<file path="src/rtl/samp_timing_gen.sv">
// Sampling-clock sequencer: programmable frame period / track width, continuous or triggered.
// Define SAMP_FRAME_CNT_EN to add the 16-bit frame_cnt output (counts conv_start strobes).
module samp_timing_gen #(
  parameter int CNT_W = 8
) (
  input  logic             clk,
  input  logic             rst,
  input  logic             en,
  input  logic             single_shot,
  input  logic             trig,
  input  logic [CNT_W-1:0] samp_period,
  input  logic [CNT_W-1:0] samp_width,
  output logic             samp_clk,
  output logic             conv_start,
  output logic             busy,
  output logic             cfg_err
`ifdef SAMP_FRAME_CNT_EN
  ,
  output logic [15:0]      frame_cnt
`endif
);

  typedef enum logic [1:0] {IDLE, TRACK, HOLD} state_t;

  localparam logic [CNT_W-1:0] ONE = CNT_W'(1);

  state_t           r_state, w_state_n;
  logic [CNT_W-1:0] r_cnt, w_cnt_n;
  logic [CNT_W-1:0] r_per, w_per_n;
  logic [CNT_W-1:0] r_wid, w_wid_n;
  logic             r_samp_clk, w_samp_clk_n;
  logic             r_conv_start, w_conv_start_n;
  logic             r_busy, w_busy_n;
  logic             r_cfg_err, w_cfg_err_n;
  logic             w_legal;
  logic             w_continue;
  logic             w_start;

  assign w_legal    = (samp_width != '0) && (samp_width < samp_period);
  assign w_continue = en && !single_shot && w_legal;

  always_comb begin
    w_state_n      = r_state;
    w_cnt_n        = r_cnt;
    w_per_n        = r_per;
    w_wid_n        = r_wid;
    w_samp_clk_n   = r_samp_clk;
    w_conv_start_n = 1'b0;
    w_busy_n       = r_busy;
    w_cfg_err_n    = r_cfg_err;
    w_start        = 1'b0;

    case (r_state)
      IDLE: begin
        w_cfg_err_n  = !w_legal;
        w_samp_clk_n = 1'b0;
        w_busy_n     = 1'b0;
        w_cnt_n      = '0;
        if (en && w_legal && (!single_shot || trig)) w_start = 1'b1;
      end
      TRACK: begin
        w_cnt_n = r_cnt + ONE;
        if (r_cnt == r_wid - ONE) begin
          w_state_n      = HOLD;
          w_samp_clk_n   = 1'b0;
          w_conv_start_n = 1'b1;
        end
      end
      HOLD: begin
        w_cnt_n = r_cnt + ONE;
        // Frame end: back-to-back restart only for a still-valid continuous run
        if (r_cnt == r_per - ONE) begin
          if (w_continue) begin
            w_start = 1'b1;
          end else begin
            w_state_n = IDLE;
            w_busy_n  = 1'b0;
            w_cnt_n   = '0;
            if (en && !single_shot) w_cfg_err_n = 1'b1;
          end
        end
      end
      default: begin
        w_state_n    = IDLE;
        w_samp_clk_n = 1'b0;
        w_busy_n     = 1'b0;
        w_cnt_n      = '0;
      end
    endcase

    if (w_start) begin
      w_state_n    = TRACK;
      w_cnt_n      = '0;
      w_per_n      = samp_period;
      w_wid_n      = samp_width;
      w_samp_clk_n = 1'b1;
      w_busy_n     = 1'b1;
    end
  end

  always_ff @(posedge clk) begin
    if (rst) begin
      r_state      <= IDLE;
      r_cnt        <= '0;
      r_per        <= '0;
      r_wid        <= '0;
      r_samp_clk   <= 1'b0;
      r_conv_start <= 1'b0;
      r_busy       <= 1'b0;
      r_cfg_err    <= 1'b0;
    end else begin
      r_state      <= w_state_n;
      r_cnt        <= w_cnt_n;
      r_per        <= w_per_n;
      r_wid        <= w_wid_n;
      r_samp_clk   <= w_samp_clk_n;
      r_conv_start <= w_conv_start_n;
      r_busy       <= w_busy_n;
      r_cfg_err    <= w_cfg_err_n;
    end
  end

  assign samp_clk   = r_samp_clk;
  assign conv_start = r_conv_start;
  assign busy       = r_busy;
  assign cfg_err    = r_cfg_err;

`ifdef SAMP_FRAME_CNT_EN
  logic [15:0] r_frame_cnt;

  always_ff @(posedge clk) begin
    if (rst)                 r_frame_cnt <= '0;
    else if (w_conv_start_n) r_frame_cnt <= r_frame_cnt + 16'd1;
  end

  assign frame_cnt = r_frame_cnt;
`endif

endmodule
</file>
<file path="config.mk">
export PLATFORM = sky130hd
export DESIGN_NAME = samp_timing_gen
export DESIGN_NICKNAME = d
export VERILOG_FILES = /design/src/rtl/samp_timing_gen.sv
export SDC_FILE = /design/constraint.sdc
export NUM_CORES = 1
export LEC_CHECK = 0
export BUFFER_PORTS_ARGS = -buffer_cell sky130_fd_sc_hd__buf_2
export CORE_MARGIN = 2
export CORE_UTILIZATION = 63
export DETAILED_ROUTE_END_ITERATION = 8
export GPL_TIMING_DRIVEN = 0
export PLACE_DENSITY_LB_ADDON = 0.15
export REMOVE_ABC_BUFFERS = 1
export SYNTH_ARGS = -nofsm -noshare
export SYNTH_HDL_FRONTEND = slang
export SYNTH_SLANG_ARGS = --single-unit
</file>
<file path="constraint.sdc">
create_clock -name clk -period 5.4 [get_ports clk]
set_input_delay 0 -clock clk [delete_from_list [all_inputs] [get_ports clk]]
set_output_delay 0 -clock clk [all_outputs]
set_load 0.005 [all_outputs]
</file>
; Yosys cells after proc, flatten, opt, wreduce, memory -nomap -nowiden
; Index checks and enable logic that the tools add are counted.
[word_totals]
regBits = 30
input_bits = 21
out_inout_bits = 4
elab_cells = 71
[op_classes]
addsub = 3
magnitude_cmp = 1
eq_ne = 14
mux = 24
bitwise = 2
reduce_logical = 18
[ops]
columns = op, count
row1 = $eq 8x8->1, 2
row2 = $mux 8, 2
row3 = $pmux 8 s2, 1
row4 = $sub 8x1->8 const B, 2
row5 = $ne 2x2->1 const B, 7
row6 = $mux 1, 13
row7 = $reduce_and 4->1, 3
row8 = $ne 3x3->1 const B, 3
row9 = $add 8x1->8 const B, 1
row10 = $lt 8x8->1, 1
row11 = $pmux 1 s2, 4
row12 = $reduce_bool 8->1, 1
row13 = $mux 2, 3
row14 = $pmux 2 s3, 1
row15 = $logic_and 1x1->1, 5
row16 = $reduce_or 2->1, 2
row17 = $reduce_and 3->1, 1
row18 = $eq 2x1->1 const B, 1
row19 = $eq 2x2->1 const B, 1
row20 = $logic_not 1->1, 2
row21 = $logic_not 2->1, 1
row22 = $not 1->1, 2
row23 = $reduce_and 2->1, 1
row24 = $reduce_bool 2->1, 1
row25 = $logic_or 1x1->1, 1

; Depth between registers and ports, before layout
[logic_depth]
depth_word = 8
depth_mapped = 11

; Worst setup path before layout
; OpenSTA, ideal clock, no wires.
[synth_timing]
kind = reg-to-reg
from = register r_per[0]
to = register r_per[1]
arrival_ps = 2215
required_time_ps = 5259
slack_ps = 3043
stages_incl_launch_ff = 12
path_buffers = 2
period_less_slack_ps = 2357
path_cell_list = dfxtp_1 -> inv_1 -> ha_1 -> nor3b_2 -> xnor2_1 -> nor3_2 -> nand4_2 -> a2111o_1 -> buf_2 -> buf_6 -> nand3_1 -> a21oi_1
[synth_via]
elab_chain_cells = 4
[synth_lines]
columns = element, line_no
row1 = from (decl), 29  ; logic [CNT_W-1:0] r_per, w_per_n;
row2 = from (signal assigned), 114  ; r_per <= w_per_n;
row3 = $sub 8x1->8, 72  ; if (r_cnt == r_per - ONE) begin
row4 = $eq 8x8->1, 72
row5 = $mux 1, 72
row6 = $pmux 1 s2, 53  ; case (r_state)
; No other way between the ends.
; A chain may end at the register's enable or synchronous reset.

; Worst setup path in the final report
[layout_timing]
from = input port samp_width[2]
to = register r_cnt[1]
[layout_via]
elab_chain_cells = 7
elab_cells_between_ends = 14
cone_classes = order compare: 1 / mux: 7 / reduce/logical: 6
[layout_lines]
columns = element, line_no
row1 = from (decl), 12  ; input logic [CNT_W-1:0] samp_width,
row2 = $lt 8x8->1 or $reduce_bool 8->1 (tied branches), 39  ; assign w_legal = (samp_width != '0) && (samp_width < samp_period);
row3 = $logic_and 1x1->1 *, 39
row4 = "$logic_and 1x1->1, on equally long branches", "40, 59"
row5 = $mux 1 or $logic_and 1x1->1 (tied branches), "73, 59"
row6 = "$mux 1, on equally long branches", "72, 59"
row7 = $pmux 1 s2, 53
row8 = $reduce_or 2->1 (no line), --
row9 = to (signal assigned), 113  ; r_cnt <= w_cnt_n;
row10 = to (decl), 28  ; logic [CNT_W-1:0] r_cnt, w_cnt_n;
; Every way passes the cells marked *; elsewhere a longest branch is shown, timed or not.

==> flow_metrics.env <==
export IMPL_most_common_layout_cells="dfxtp_1, buf_2, nand3_1"
export IMPL_drt_initial_drc_count=114
export IMPL_cts_resized=0
export IMPL_crit_path_start="samp_width[2]"
export IMPL_die_y_um=61.6
export IMPL_row_count=20
export IMPL_finalPower_mw=0.558
export IMPL_p_comb_share_pct=25.5
export IMPL_dieArea_mm2=0.00380
export IMPL_drv_slew=0
export IMPL_power_net_switching_mw=0.170
export IMPL_max_cap_violations=0
export IMPL_viasPerCell=6.00
export IMPL_max_freq_mhz=334
export IMPL_yosys_warnings=0
export IMPL_gp_congestion=0.833
export IMPL_critPathCaptureType="flip-flop"
export IMPL_grt_overflow_total=0
export IMPL_synth_simple_gate_area_share_pct=25.0
export IMPL_wl_mm=4.91
export IMPL_io_pins=25
export IMPL_cts_root_buf="clkbuf_4"
export IMPL_initial_core_util_pct=67.5
export IMPL_drive_gt1_share_pct=21.7
export IMPL_path_class="input port to flip-flop"
export IMPL_arrival_ns=3.25
export IMPL_postLayoutCellArea_mm2=0.00245
export IMPL_pwr_share_clk_pct=30.4
export IMPL_cts_buffers=5
export IMPL_setup_violations=0
export IMPL_placed_cell_area_mm2=0.00221
export IMPL_yosysSeqAreaShare_pct=28.7
export IMPL_layout_commonest_cell="dfxtp_1"
export IMPL_fin_crit_sh_pct=55.5
export IMPL_cp_required_ns=5.65
export IMPL_worstReg2RegStart="r_per[0]"
export IMPL_drt_first_pass_iters=4
export IMPL_period_minus_slack_ns=3.00
export IMPL_grt_pass1_vias=1716
export IMPL_rr_endpoint="r_state[0]"
export IMPL_power_density_mw_per_mm2=228
export IMPL_rsz0062_at_grt="no"
export IMPL_tns_ns=0
export IMPL_hp_class="input port to flip-flop"
export IMPL_post_cts_buffers=0
export IMPL_synth_area_mux_share_pct=1.02
export IMPL_yosys_area_share_adder_pct=7.77
export IMPL_hold_viol_final=0
export IMPL_cts_max_path_buffers=2
export IMPL_p_leak_nw=0.933
export IMPL_endpoint="r_cnt[1]"
export IMPL_grt_pass1_wl_mm=8.14
export IMPL_start_kind="input port"
export IMPL_cts_tree="done"
export IMPL_wl_per_cell_um=15.4
export IMPL_synthToLayoutAreaGrowth_pct=16.9
export IMPL_seqPwrFrac_pct=44.1
export IMPL_synth_cell_types=52
export IMPL_core_area_mm2=0.00310
export IMPL_drtAntennaViolNets=0
export IMPL_port_buffer_count=24
export IMPL_relSlewSlack_pct=31.1
export IMPL_synthArstFlopShare_pct=0
export IMPL_vias=1920
export IMPL_synth_cells=239
export IMPL_cts_sinks=30
export IMPL_syn_area_mm2=0.00209
export IMPL_die_x_um=61.6
export IMPL_cts_clk_slew_worst_paths_ns=0.09
export IMPL_synth_compound_area_share_pct=20.5
export IMPL_ys_flop_type="dfxtp_1"
export IMPL_insertedDiodeCount=0
export IMPL_p_int_mw=0.388
export IMPL_path_max_fanout=20
export IMPL_rrSetupSlack_ns=2.45
export IMPL_worstSkewPairLatency_ns=0.34
export IMPL_status="finished, final reports clean"
export IMPL_cts_htree_levels=2
export IMPL_nFillCells=217
export IMPL_grt_max_degree=23
export IMPL_place_ws_ns=2.52
export IMPL_worst_slew_pin_slew_ns=1.03
export IMPL_synth_top_family_by_area="simple AND/OR/NAND/NOR gates"
export IMPL_synth_edf_count=0
export IMPL_yosys_area_share_xor_xnor_pct=11.2
export IMPL_post_route_drc_count=0
export IMPL_ir_worst_vdd_mv=0.173
export IMPL_setup_ws_ns=2.40
export IMPL_p_sw_share_pct=30.5
export IMPL_finalClockSkew_ns=0.00844
export IMPL_track_usage_pct=29.5
export IMPL_final_nets=309
export IMPL_rr_worst_depth=9
export IMPL_synth_seq_cells=30
export IMPL_synth_avg_cell_area_um2=8.76
export IMPL_hpwl_mm=3.32
export IMPL_antenna_found_initial=0
layout make-up:
| cell class | instances | area, µm² | share of cell area (%) |
|---|---|---|---|
| clock buffer | 8 | 78.8 | 3.22 |
| inverter | 16 | 60.1 | 2.46 |
| multi-input combinational | 182 | 1370 | 56.1 |
| tap | 44 | 55.1 | 2.25 |
| timing repair buffer | 40 | 280 | 11.5 |
| sequential | 30 | 601 | 24.6 |
stage by stage:
stage          util [%]  hold WS (ns)  std cells
6_report           78.8         0.101        320
5_1_grt            78.8         0.118        320
4_1_cts            78.8        0.0814        320
3_5_place_dp       71.1         0.286        296
3_3_place_gp       71.1         0.274        296
2_1_floorplan         -        0.0624        228
cell usage after synthesis (4+ instances only):
cell / n / area share (%)
ha_1: 13 / 7.8
o21ai_1: 10 / 2.4
buf_2: 4 / 0.96
nand3_1: 18 / 4.3
xor2_1: 9 / 3.8
nand3_2: 6 / 2.9
nor2b_1: 6 / 1.8
a21oi_2: 7 / 2.9
nand2_1: 4 / 0.72
nor3_1: 4 / 0.96
o21ai_0: 10 / 2.4
xnor2_1: 16 / 6.7
clkbuf_1: 5 / 0.90
dfxtp_1: 30 / 29
nor2_1: 7 / 1.3
a21oi_1: 16 / 3.8
inv_1: 16 / 2.9
nand4_1: 4 / 1.2
nor4_1: 10 / 3.0
logic make-up after synthesis:
logic type	Yosys count
multiplexers	2
AND/OR/NAND/NOR	79
XOR/XNOR	26
buffers and inverters	27
adder cells (fa/ha/maj)	13
flip-flops	30
AO/OA/AOI/OAI	62
timing repair:
action / in CTS / in global routing
endpoints found under the hold margin: 16 / 0
hold buffers: 16 / 0
setup endpoints to repair: 0 / 0
power groups by stage:
stage                     Clock (mW)  Combinational [mW]  Sequential, mW
after CTS                      0.171               0.139           0.246
after floorplan                    0              0.0985           0.248
after global placement             0               0.127           0.250
final                          0.170               0.142           0.246
after detailed placement           0               0.130           0.251
after global routing           0.180               0.157           0.248
worst max-delay path, cell delays in order:
cell and delay [ns]:
dlygate4sd3_1 0.56, buf_2 0.16, ha_1 0.27, o21ai_0 0.07, o21bai_1 0.14, a21oi_1 0.08
o211ai_1 0.54, a2111o_1 0.68, nand2_1 0.37, nor4b_1 0.37
metal layers:
layer	part of all wire [%]	GRT usage (%)	wire (µm)	up-vias
met4	3.0	13.7	147	0
met1	46	37.8	2240	888
met5	0	0	0	-
met3	5.1	7.14	253	15
met2	46	46.8	2270	60
li1	-	-	-	957
sequential cells by signal, summed over array words and instances, names as in the netlist:
name        cells
busy            1
cfg_err         1
conv_start      1
r_cnt           8
r_per           8
r_state         2
r_wid           8
samp_clk        1
worst min path at each step:
stage                   start       end  slack (ns)  depth (start not counted)
6_report                  rst  r_wid[7]        0.10                          2
5_1_grt                   rst  r_wid[2]        0.12                          2
4_1_cts                   rst  r_wid[7]        0.08                          2
3_5_place_dp   samp_period[4]  r_per[4]        0.29                          3
3_3_place_gp   samp_period[6]  r_per[6]        0.27                          3
2_1_floorplan             rst  r_per[0]        0.06                          1
Note: power is estimated with default switching activity, not from simulation.
